$ cat config.mk
export PLATFORM = sky130hd
export DESIGN_NAME = de2i_150_qsys_avm_cmd_master_flat
export DESIGN_NICKNAME = d
export VERILOG_FILES = /design/src/rtl/de2i_150_qsys_avm_pkg.sv /design/src/rtl/de2i_150_qsys_avm_cmd_master_if.sv /design/src/rtl/de2i_150_qsys_avm_timer.sv /design/src/rtl/de2i_150_qsys_avm_cmd_master.sv /design/src/flat_wrapper.sv
export SDC_FILE = /design/constraint.sdc
export NUM_CORES = 1
export LEC_CHECK = 0
export ABC_AREA = 1
export ABC_CLOCK_PERIOD_IN_PS = 1900
export CORE_UTILIZATION = 46
export CTS_CLUSTER_DIAMETER = 30
export DETAILED_ROUTE_END_ITERATION = 8
export GPL_ROUTABILITY_DRIVEN = 0
export PLACE_DENSITY = 0.8
export SYNTH_ARGS = -nofsm -noshare
export SYNTH_HDL_FRONTEND = slang
export SYNTH_SLANG_ARGS = --single-unit
$ cat constraint.sdc
create_clock -name clk -period 1.9 [get_ports clk]
set_input_delay 0.38 -clock clk [delete_from_list [all_inputs] [get_ports clk]]
set_output_delay 0.38 -clock clk [all_outputs]
set_load 0.005 [all_outputs]
$ cat src/rtl/de2i_150_qsys_avm_pkg.sv
// Shared types and default widths for the de2i_150_qsys Avalon-MM command master.
package de2i_150_qsys_avm_pkg;

    localparam int unsigned AVM_ADDR_W  = 2;
    localparam int unsigned AVM_DATA_W  = 32;
    localparam int unsigned AVM_TIMER_W = 16;

    typedef enum logic [1:0] {
        IDLE = 2'd0,
        REQ  = 2'd1,
        WAIT = 2'd2,
        RSP  = 2'd3
    } avm_state_e;

endpackage

$ cat src/rtl/de2i_150_qsys_avm_cmd_master_if.sv
// Command/response port plus Avalon-MM master port of the command master.
// master: the command master itself; slave: the command source and register slave side.
interface de2i_150_qsys_avm_cmd_master_if
    import de2i_150_qsys_avm_pkg::*;
#(
    parameter int unsigned ADDR_W = AVM_ADDR_W,
    parameter int unsigned DATA_W = AVM_DATA_W
);

    logic              cmd_valid;
    logic              cmd_ready;
    logic              cmd_write;
    logic [ADDR_W-1:0] cmd_address;
    logic [DATA_W-1:0] cmd_writedata;
    logic              rsp_valid;
    logic [DATA_W-1:0] rsp_data;
    logic              rsp_error;
    logic [ADDR_W-1:0] avm_address;
    logic              avm_chipselect;
    logic              avm_write_n;
    logic              avm_read_n;
    logic [DATA_W-1:0] avm_writedata;
    logic              avm_waitrequest;
    logic [DATA_W-1:0] avm_readdata;
    logic              avm_readdata_valid;

    modport master (
        input  cmd_valid, cmd_write, cmd_address, cmd_writedata,
        input  avm_waitrequest, avm_readdata, avm_readdata_valid,
        output cmd_ready, rsp_valid, rsp_data, rsp_error,
        output avm_address, avm_chipselect, avm_write_n, avm_read_n, avm_writedata
    );

    modport slave (
        output cmd_valid, cmd_write, cmd_address, cmd_writedata,
        output avm_waitrequest, avm_readdata, avm_readdata_valid,
        input  cmd_ready, rsp_valid, rsp_data, rsp_error,
        input  avm_address, avm_chipselect, avm_write_n, avm_read_n, avm_writedata
    );

endinterface

$ cat src/rtl/de2i_150_qsys_avm_timer.sv
// Clear/enable saturating cycle counter with an expired flag; reusable by fabric masters.
module de2i_150_qsys_avm_timer
    import de2i_150_qsys_avm_pkg::*;
#(
    parameter int unsigned W     = AVM_TIMER_W,
    parameter int unsigned LIMIT = 255
) (
    input  logic clk,
    input  logic reset_n,
    input  logic clr,
    input  logic en,
    output logic expired_c
);

    localparam logic [W-1:0] LIMIT_W = W'(LIMIT);

    logic [W-1:0] count_q;
    logic [W-1:0] count_d;

    // Next count: clear wins, then count up until the limit and hold there.
    always_comb begin
        count_d = count_q;
        if (clr) begin
            count_d = '0;
        end else if (en && (count_q < LIMIT_W)) begin
            count_d = count_q + W'(1);
        end
    end

    // Count register.
    always_ff @(posedge clk or negedge reset_n) begin
        if (!reset_n) begin
            count_q <= '0;
        end else begin
            count_q <= count_d;
        end
    end

    assign expired_c = (count_q >= LIMIT_W);

endmodule

$ cat src/rtl/de2i_150_qsys_avm_cmd_master.sv
// Single-outstanding Avalon-MM master driven by a valid/ready command port.
// Build option: DE2I_AVM_WRITE_ECHO_EN makes writes wait for an echoed readdata_valid.
module de2i_150_qsys_avm_cmd_master
    import de2i_150_qsys_avm_pkg::*;
#(
    parameter int unsigned ADDR_W  = AVM_ADDR_W,
    parameter int unsigned DATA_W  = AVM_DATA_W,
    parameter int unsigned TIMEOUT = 255
) (
    input  logic                             clk,
    input  logic                             reset_n,
    de2i_150_qsys_avm_cmd_master_if.master   bus
);

`ifdef DE2I_AVM_WRITE_ECHO_EN
    localparam bit ECHO_EN = 1'b1;
`else
    localparam bit ECHO_EN = 1'b0;
`endif

    avm_state_e        state_q, state_d;
    logic              is_write_q, is_write_d;
    logic              cmd_ready_q, cmd_ready_d;
    logic              rsp_valid_q, rsp_valid_d;
    logic [DATA_W-1:0] rsp_data_q, rsp_data_d;
    logic              rsp_error_q, rsp_error_d;
    logic [ADDR_W-1:0] avm_address_q, avm_address_d;
    logic              avm_chipselect_q, avm_chipselect_d;
    logic              avm_write_n_q, avm_write_n_d;
    logic              avm_read_n_q, avm_read_n_d;
    logic [DATA_W-1:0] avm_writedata_q, avm_writedata_d;

    logic timer_clr_c;
    logic timer_en_c;
    logic timer_expired_c;

    assign timer_en_c = (state_q == REQ) || (state_q == WAIT);

    de2i_150_qsys_avm_timer #(
        .W     (AVM_TIMER_W),
        .LIMIT (TIMEOUT)
    ) u_timer (
        .clk       (clk),
        .reset_n   (reset_n),
        .clr       (timer_clr_c),
        .en        (timer_en_c),
        .expired_c (timer_expired_c)
    );

    // Next-state and next-output logic for the command FSM.
    always_comb begin
        state_d          = state_q;
        is_write_d       = is_write_q;
        cmd_ready_d      = cmd_ready_q;
        rsp_valid_d      = 1'b0;
        rsp_data_d       = rsp_data_q;
        rsp_error_d      = rsp_error_q;
        avm_address_d    = avm_address_q;
        avm_chipselect_d = avm_chipselect_q;
        avm_write_n_d    = avm_write_n_q;
        avm_read_n_d     = avm_read_n_q;
        avm_writedata_d  = avm_writedata_q;
        timer_clr_c      = 1'b0;

        unique case (state_q)
            IDLE: begin
                if (bus.cmd_valid) begin
                    is_write_d       = bus.cmd_write;
                    avm_address_d    = bus.cmd_address;
                    avm_writedata_d  = bus.cmd_writedata;
                    avm_chipselect_d = 1'b1;
                    avm_write_n_d    = ~bus.cmd_write;
                    avm_read_n_d     = bus.cmd_write;
                    cmd_ready_d      = 1'b0;
                    timer_clr_c      = 1'b1;
                    state_d          = REQ;
                end
            end
            REQ: begin
                if (timer_expired_c) begin
                    avm_chipselect_d = 1'b0;
                    avm_write_n_d    = 1'b1;
                    avm_read_n_d     = 1'b1;
                    rsp_valid_d      = 1'b1;
                    rsp_data_d       = '0;
                    rsp_error_d      = 1'b1;
                    state_d          = RSP;
                end else if (!bus.avm_waitrequest) begin
                    avm_chipselect_d = 1'b0;
                    avm_write_n_d    = 1'b1;
                    avm_read_n_d     = 1'b1;
                    if (is_write_q && !ECHO_EN) begin
                        rsp_valid_d = 1'b1;
                        rsp_data_d  = '0;
                        rsp_error_d = 1'b0;
                        state_d     = RSP;
                    end else if (bus.avm_readdata_valid) begin
                        rsp_valid_d = 1'b1;
                        rsp_data_d  = bus.avm_readdata;
                        rsp_error_d = 1'b0;
                        state_d     = RSP;
                    end else begin
                        state_d = WAIT;
                    end
                end
            end
            WAIT: begin
                if (timer_expired_c) begin
                    rsp_valid_d = 1'b1;
                    rsp_data_d  = '0;
                    rsp_error_d = 1'b1;
                    state_d     = RSP;
                end else if (bus.avm_readdata_valid) begin
                    rsp_valid_d = 1'b1;
                    rsp_data_d  = bus.avm_readdata;
                    rsp_error_d = 1'b0;
                    state_d     = RSP;
                end
            end
            RSP: begin
                cmd_ready_d = 1'b1;
                state_d     = IDLE;
            end
            default: begin
                state_d = IDLE;
            end
        endcase
    end

    // State and output registers.
    always_ff @(posedge clk or negedge reset_n) begin
        if (!reset_n) begin
            state_q          <= IDLE;
            is_write_q       <= 1'b0;
            cmd_ready_q      <= 1'b1;
            rsp_valid_q      <= 1'b0;
            rsp_data_q       <= '0;
            rsp_error_q      <= 1'b0;
            avm_address_q    <= '0;
            avm_chipselect_q <= 1'b0;
            avm_write_n_q    <= 1'b1;
            avm_read_n_q     <= 1'b1;
            avm_writedata_q  <= '0;
        end else begin
            state_q          <= state_d;
            is_write_q       <= is_write_d;
            cmd_ready_q      <= cmd_ready_d;
            rsp_valid_q      <= rsp_valid_d;
            rsp_data_q       <= rsp_data_d;
            rsp_error_q      <= rsp_error_d;
            avm_address_q    <= avm_address_d;
            avm_chipselect_q <= avm_chipselect_d;
            avm_write_n_q    <= avm_write_n_d;
            avm_read_n_q     <= avm_read_n_d;
            avm_writedata_q  <= avm_writedata_d;
        end
    end

    assign bus.cmd_ready      = cmd_ready_q;
    assign bus.rsp_valid      = rsp_valid_q;
    assign bus.rsp_data       = rsp_data_q;
    assign bus.rsp_error      = rsp_error_q;
    assign bus.avm_address    = avm_address_q;
    assign bus.avm_chipselect = avm_chipselect_q;
    assign bus.avm_write_n    = avm_write_n_q;
    assign bus.avm_read_n     = avm_read_n_q;
    assign bus.avm_writedata  = avm_writedata_q;

endmodule

$ cat src/flat_wrapper.sv
// flat-port wrapper written by rule: the top's interface ports become plain ports
module de2i_150_qsys_avm_cmd_master_flat import de2i_150_qsys_avm_pkg::*;
#(
    parameter int unsigned ADDR_W  = AVM_ADDR_W,
    parameter int unsigned DATA_W  = AVM_DATA_W,
    parameter int unsigned TIMEOUT = 255
)
  (clk, reset_n, bus_cmd_valid, bus_cmd_write, bus_cmd_address, bus_cmd_writedata, bus_avm_waitrequest, bus_avm_readdata, bus_avm_readdata_valid, bus_cmd_ready, bus_rsp_valid, bus_rsp_data, bus_rsp_error, bus_avm_address, bus_avm_chipselect, bus_avm_write_n, bus_avm_read_n, bus_avm_writedata);
  de2i_150_qsys_avm_cmd_master_if #(.ADDR_W(ADDR_W), .DATA_W(DATA_W)) bus_i ();
  input  logic clk;
  input  logic reset_n;
  input wire logic [$bits(bus_i.cmd_valid)-1:0] bus_cmd_valid;
  input wire logic [$bits(bus_i.cmd_write)-1:0] bus_cmd_write;
  input wire logic [$bits(bus_i.cmd_address)-1:0] bus_cmd_address;
  input wire logic [$bits(bus_i.cmd_writedata)-1:0] bus_cmd_writedata;
  input wire logic [$bits(bus_i.avm_waitrequest)-1:0] bus_avm_waitrequest;
  input wire logic [$bits(bus_i.avm_readdata)-1:0] bus_avm_readdata;
  input wire logic [$bits(bus_i.avm_readdata_valid)-1:0] bus_avm_readdata_valid;
  output wire logic [$bits(bus_i.cmd_ready)-1:0] bus_cmd_ready;
  output wire logic [$bits(bus_i.rsp_valid)-1:0] bus_rsp_valid;
  output wire logic [$bits(bus_i.rsp_data)-1:0] bus_rsp_data;
  output wire logic [$bits(bus_i.rsp_error)-1:0] bus_rsp_error;
  output wire logic [$bits(bus_i.avm_address)-1:0] bus_avm_address;
  output wire logic [$bits(bus_i.avm_chipselect)-1:0] bus_avm_chipselect;
  output wire logic [$bits(bus_i.avm_write_n)-1:0] bus_avm_write_n;
  output wire logic [$bits(bus_i.avm_read_n)-1:0] bus_avm_read_n;
  output wire logic [$bits(bus_i.avm_writedata)-1:0] bus_avm_writedata;
  assign bus_i.cmd_valid = bus_cmd_valid;
  assign bus_i.cmd_write = bus_cmd_write;
  assign bus_i.cmd_address = bus_cmd_address;
  assign bus_i.cmd_writedata = bus_cmd_writedata;
  assign bus_i.avm_waitrequest = bus_avm_waitrequest;
  assign bus_i.avm_readdata = bus_avm_readdata;
  assign bus_i.avm_readdata_valid = bus_avm_readdata_valid;
  assign bus_cmd_ready = bus_i.cmd_ready;
  assign bus_rsp_valid = bus_i.rsp_valid;
  assign bus_rsp_data = bus_i.rsp_data;
  assign bus_rsp_error = bus_i.rsp_error;
  assign bus_avm_address = bus_i.avm_address;
  assign bus_avm_chipselect = bus_i.avm_chipselect;
  assign bus_avm_write_n = bus_i.avm_write_n;
  assign bus_avm_read_n = bus_i.avm_read_n;
  assign bus_avm_writedata = bus_i.avm_writedata;
  de2i_150_qsys_avm_cmd_master #(.ADDR_W(ADDR_W), .DATA_W(DATA_W), .TIMEOUT(TIMEOUT)) u_core (.clk(clk), .reset_n(reset_n), .bus(bus_i));
endmodule
# After elaboration in Yosys (flattened, before gate mapping)
# Cells that the tools add are included.
# Widths: inputs -> output; s select.
[totals]
register_bits = 91
memories = 0
rom_bits = 0
mem_bits_rw = 0
elab_cells = 76
latchBits = 0
[classes]
n_mux = 42
shift = 0
div = 0
add_sub_neg = 1
order_cmp = 2
reduce_logical = 12
eq_ne = 6
bitwise_logic = 1
mul = 0
[op_table]
columns = ["operator", "n"]
rows = [
  ["$mux 32", 5],
  ["$pmux 32 s2", 1],
  ["$mux 16", 2],
  ["$mux 1", 21],
  ["$add 16x1->16 const B", 1],
  ["$ge 16x8->1 const B", 1],
  ["$lt 16x8->1 const B", 1],
  ["$mux 2", 6],
  ["$pmux 1 s2", 6],
  ["$pmux 2 s4", 1],
  ["$reduce_bool 2->1", 4],
  ["$ne 3x2->1 const B", 2],
  ["$reduce_and 2->1", 3],
  ["$reduce_and 3->1", 2],
  ["$eq 2x2->1 const B", 2],
  ["$eq 2x1->1 const B", 1],
  ["$logic_not 2->1", 1],
  ["$ne 2x2->1 const B", 1],
  ["$logic_and 1x1->1", 1],
  ["$logic_or 1x1->1", 1],
  ["$not 1->1", 1],
]

# Logic depth before layout (Yosys ltp)
[depth]
depth_word = 5
ltp_mapped = 11
ltp_nobuf = 11

# Hierarchy
# From an unflattened synthesis, not the netlist that was laid out.
[unflattened]
cells_unflattened = 524
area_unflattened_um2 = 4185.3
[by_module_without_submodules]
columns = ["module", "seq_area_each_um2", "n_inst", "cells_per_inst", "area_each_um2"]
rows = [
  ["de2i_150_qsys_avm_cmd_master", 1880.6, 1, 416, 3330.7],
  ["de2i_150_qsys_avm_timer", 400.4, 1, 108, 854.6],
]

# Worst setup path before layout
# OpenSTA, ideal clock, no wires.
[synth_timing]
kind = "register -> register"
from = "register u_core.state_q[0]"
to = "register u_core.u_timer.count_q[3]"
stages_incl_launch_ff = 10
required_ns = 1.783
n_path_buf = 1
setup_slack_ns = 0.447
period_less_slack_ns = 1.453
arrival_ns = 1.337
cell_sequence = "dfrtp_1 > inv_1 > ha_1 > inv_1 > nor2_8 > inv_2 > nand2_2 > buf_6 > nand2_1 > nand2_1"
[synth_via]
elab_chain_cells = 4
word_cells_on_any_way = 8
cone_classes = "eq/ne (2); mux (2); reduce/logical (4)"
[synth_rtl]
columns = ["element", "line_no", "source"]
rows = [
  ["start, declared", "de2i_150_qsys_avm_cmd_master.sv:21", "avm_state_e state_q, state_d;"],
  ["start signal, assigned", "de2i_150_qsys_avm_cmd_master.sv:145", "state_q <= state_d;"],
  ["$eq 2x1->1 or $eq 2x2->1 (tied branches)", "de2i_150_qsys_avm_cmd_master.sv:37", "assign timer_en_c = (state_q == REQ) || (state_q == WAIT);"],
  ["$logic_or 1x1->1", "de2i_150_qsys_avm_cmd_master.sv:37", ""],
  ["$logic_and 1x1->1", "de2i_150_qsys_avm_timer.sv:25", "end else if (en && (count_q < LIMIT_W)) begin"],
  ["$reduce_bool 2->1 (no line)", "n/a", ""],
  ["end signal, assigned", "de2i_150_qsys_avm_timer.sv:35", "count_q <= count_d;"],
  ["end, declared", "de2i_150_qsys_avm_timer.sv:17", "logic [W-1:0] count_q;"],
]
# Several ways; a longest one is shown, not always the timed one.
# A chain may end at the register's enable or synchronous reset.

# Worst setup path in the final report
[layout_timing]
from = "register u_core.avm_write_n_q (netlist: u_core.bus.avm_write_n)"
to = "output bus_avm_write_n"
[layout_rtl]
columns = ["element", "line_no", "source"]
rows = [
  ["start, declared", "de2i_150_qsys_avm_cmd_master.sv:29", "logic avm_write_n_q, avm_write_n_d;"],
  ["start signal, assigned", "de2i_150_qsys_avm_cmd_master.sv:153", "avm_write_n_q <= avm_write_n_d;"],
  ["end, declared", "flat_wrapper.sv:25", "output wire logic [$bits(bus_i.avm_write_n)-1:0] bus_avm_write_n;"],
]
# No word-level cell between the ends.

==> summary.txt <==
Clocking
  – Clock Latency Late Sink: 0.36 ns
  – TritonCTS Buffers: 9
  – TritonCTS clock tree: yes
  – Max clock buf depth: 2
  – Max H-tree Level: 3
  – Clock-pin slew on the worst setup and hold paths: approximately 0.1 ns
  – CTS Sinks: 91
  – CTS Root Cell: clkbuf_8
  – Post-CTS setup buffers: 0

Floorplan
  – Die Span Y: 100 um
  – Core area: between 0.009 and 0.01 sq mm
  – Starting Density: 47.9%
  – # rows: 35
  – Chip Width: 100 um
  – I/O pins: 144
  – Total die area: 0.0101 sq mm

Routing
  – Drc violations: 0
  – DRT iter0 DRCs: between 100 and 150
  – Final ANT Viol Nets: 0
  – DR vias/cell: 4.90
  – Via count: 4000
  – Router iterations before antenna repair: 4
  – DR WL/cell: 13.6 um
  – Total wire length: 11100 um

Setup path
  – Crit-path leading delay family: flip-flops
  – R2R depth: 9
  – Arrival time at the worst endpoint: 1.40 ns
  – CP Cell Sequence: clkdlybuf4s50_1
  – Worst-path maximum fanout: 2
  – Worst Setup Start Kind: flip-flop
  – Crit end category: output port
  – Critical path's slowest cell: dfstp_2
  – CP max stage delay: 0.55 ns
  – Crit path depth: 1
  – Crit Path Category: reg -> out
  – Bufs and invs on worst path: 1
  – Critical path required time: 1.52 ns

Global route
  – GR Layer Usage met3: 6.75%
  – Maximum number of pins on one net before global-route repair: 39
  – Grt met2 use: 38.0%
  – First-pass GRT wire length: ~19000 um
  – GRT overflow: 0
  – Initial antenna violation count: 0
  – Met1 Usage GRT: 30.7%
  – Total GRT Usage: 23.6%
  – Vias in the first global route: 4088
  – Busiest layer in global routing: met2

Timing
  – Fin crit period: ~1.8 ns
  – # setup viols final: 0
  – RSZ-0062 raised after global routing: false
  – Final Max Tran Viols: 0
  – Min Hold Slack: between 0.4 and 0.5 ns
  – Final Cycle Share: 93.7%
  – Layout Skew: 0.0133 ns
  – Setup TNS: 0 ns
  – Hold Vio Cnt, Final: 0
  – Final worst slack: approximately 0.12 ns
  – Pin slew with the least headroom to its limit: 0.422 ns
  – Fmax: 0.562 GHz
  – Max_slew headroom: 71.8%

Finish
  – Most common cell after layout, fill and taps aside: nand2_1
  – Diodes inserted: 0
  – Most frequent cells in the layout: nand2_1, clkdlybuf4s50_1, dfrtp_1
  – Non-Filler Instances: just over 800
  – Fin area: 0.00629 sq mm
  – Final net count: 759
  – Share of cells above drive strength 1: 7.42%
  – Post-layout util: 67.8%
  – Layout area overhead: 41.4%

Pwr
  – Total chip power: approximately 9 mW
  – Leakage power: 3.03 nW
  – Pwr dens: 1420 mW/mm^2
  – Max IR drop VDD: 0.000728 V

Synthesis
  – Gate Count Post-Synth: approximately 540
  – Synth area leaders: dfrtp_1, nand2_1, a211oi_1
  – Leading area contributor after synthesis: dfrtp_1
  – Syn Nets: about 620
  – Synthesized area per cell: 8.18 sq um
  – Count of state elements after synthesis: 91
  – Synth Warn #: 0
  – Area share of the largest cell type after synthesis: 49.5%
  – Post-synth cell types: 33
  – Register area share after synthesis: 51.3%
  – Synth Cell Area: 0.00445 sq mm

Min path
  – Worst hold path type: reg -> reg
  – Hold Path Stages: 2

Status
  – Outcome: finished clean

Placement
  – Cells after DPL: 799
  – Number of port buffers: 143
  – Pre-CTS setup slack: 0.0206 ns
  – Post-DP HPWL: 7650 um
  – Area of placed instances: just over 0.006 sq mm

Job
  – Max-Cap Viols: 0
-- flip-flops by register name, summed over array words and instances, names as in the netlist --
name                       count
u_core.bus.avm_address         2
u_core.bus.avm_chipselect      1
u_core.bus.avm_read_n          1
u_core.bus.avm_write_n         1
u_core.bus.avm_writedata      32
u_core.bus.cmd_ready           1
u_core.bus.rsp_data           32
u_core.bus.rsp_error           1
u_core.bus.rsp_valid           1
u_core.is_write_q              1
u_core.state_q                 2
u_core.u_timer.count_q        16
-- cell type report --
class	count	area, sq um
repair buffers	158	1610
clock buffers	11	151
multi-input cells	394	1900
inverters	28	108
fillers	780	2990
clock inverters	5	85.1
well taps	129	161
flip-flops and latches	91	2280
-- what timing repair did --
item | in CTS | in global routing
resized for setup | 0 | 3
endpoints found under the hold margin | 25 | 0
setup endpoints to repair | 0 | 9
hold buffers | 1 | 0
-- cells by family (layout without fill, tap and decap cells) --
group                      count (synthesis)  after routing  synth area share, %
AOI/OAI and AO/OA                         79             79                 12.8
xor gates and xnor gates                   4              4                0.788
adders and majority gates                  5              5                 1.41
buffers and inverters                     59            202                 6.16
DFF                                       91             91                 51.3
and+or+nand+nor                          306            306                 27.5
-- Yosys cell counts (all sizes together) --
library cell  count
nand4             2
xnor2             1
nand3             7
inv              27
or2               2
o21ai             8
a22o              1
o21bai            1
clkinv            1
xor2              3
nand3b            1
clkbuf           11
a21boi           32
nand2           268
a21oi             3
o21a              1
dfstp             3
nor2             26
a211oi           32
ha                5
buf              20
o211ai            1
dfrtp            88
-- path summary, 6_finish.rpt --
check | startpoint | end | slack, ns
min in group asynchronous | reset_n | u_core.bus.rsp_data[3] | 0.51
worst max-delay path | u_core.bus.avm_write_n | bus_avm_write_n | 0.12
worst min-delay path | u_core.bus.avm_read_n | u_core.bus.avm_read_n | 0.48
worst max register to register | u_core.state_q[0] | u_core.u_timer.count_q[4] | 0.16
worst min register to register | u_core.bus.avm_read_n | u_core.bus.avm_read_n | 0.48
max in group asynchronous | reset_n | u_core.bus.rsp_data[15] | 0.83
-- layer usage --
| metal | vias to the layer above | share of wire (%) |
|---|---|---|
| met5 | - | 0 |
| met4 | 0 | 1.2 |
| met3 | 12 | 8.6 |
| met2 | 161 | 46 |
| met1 | 1840 | 45 |
| li1 | 1987 | - |
-- power by group --
part           internal, mW  switching [mW]  leakage, nW
Sequential             2.66           0.462         1.17
Clock                 0.818           0.691        0.116
Combinational          2.04            2.28         1.74
Note: power is estimated with default switching activity, not from simulation.
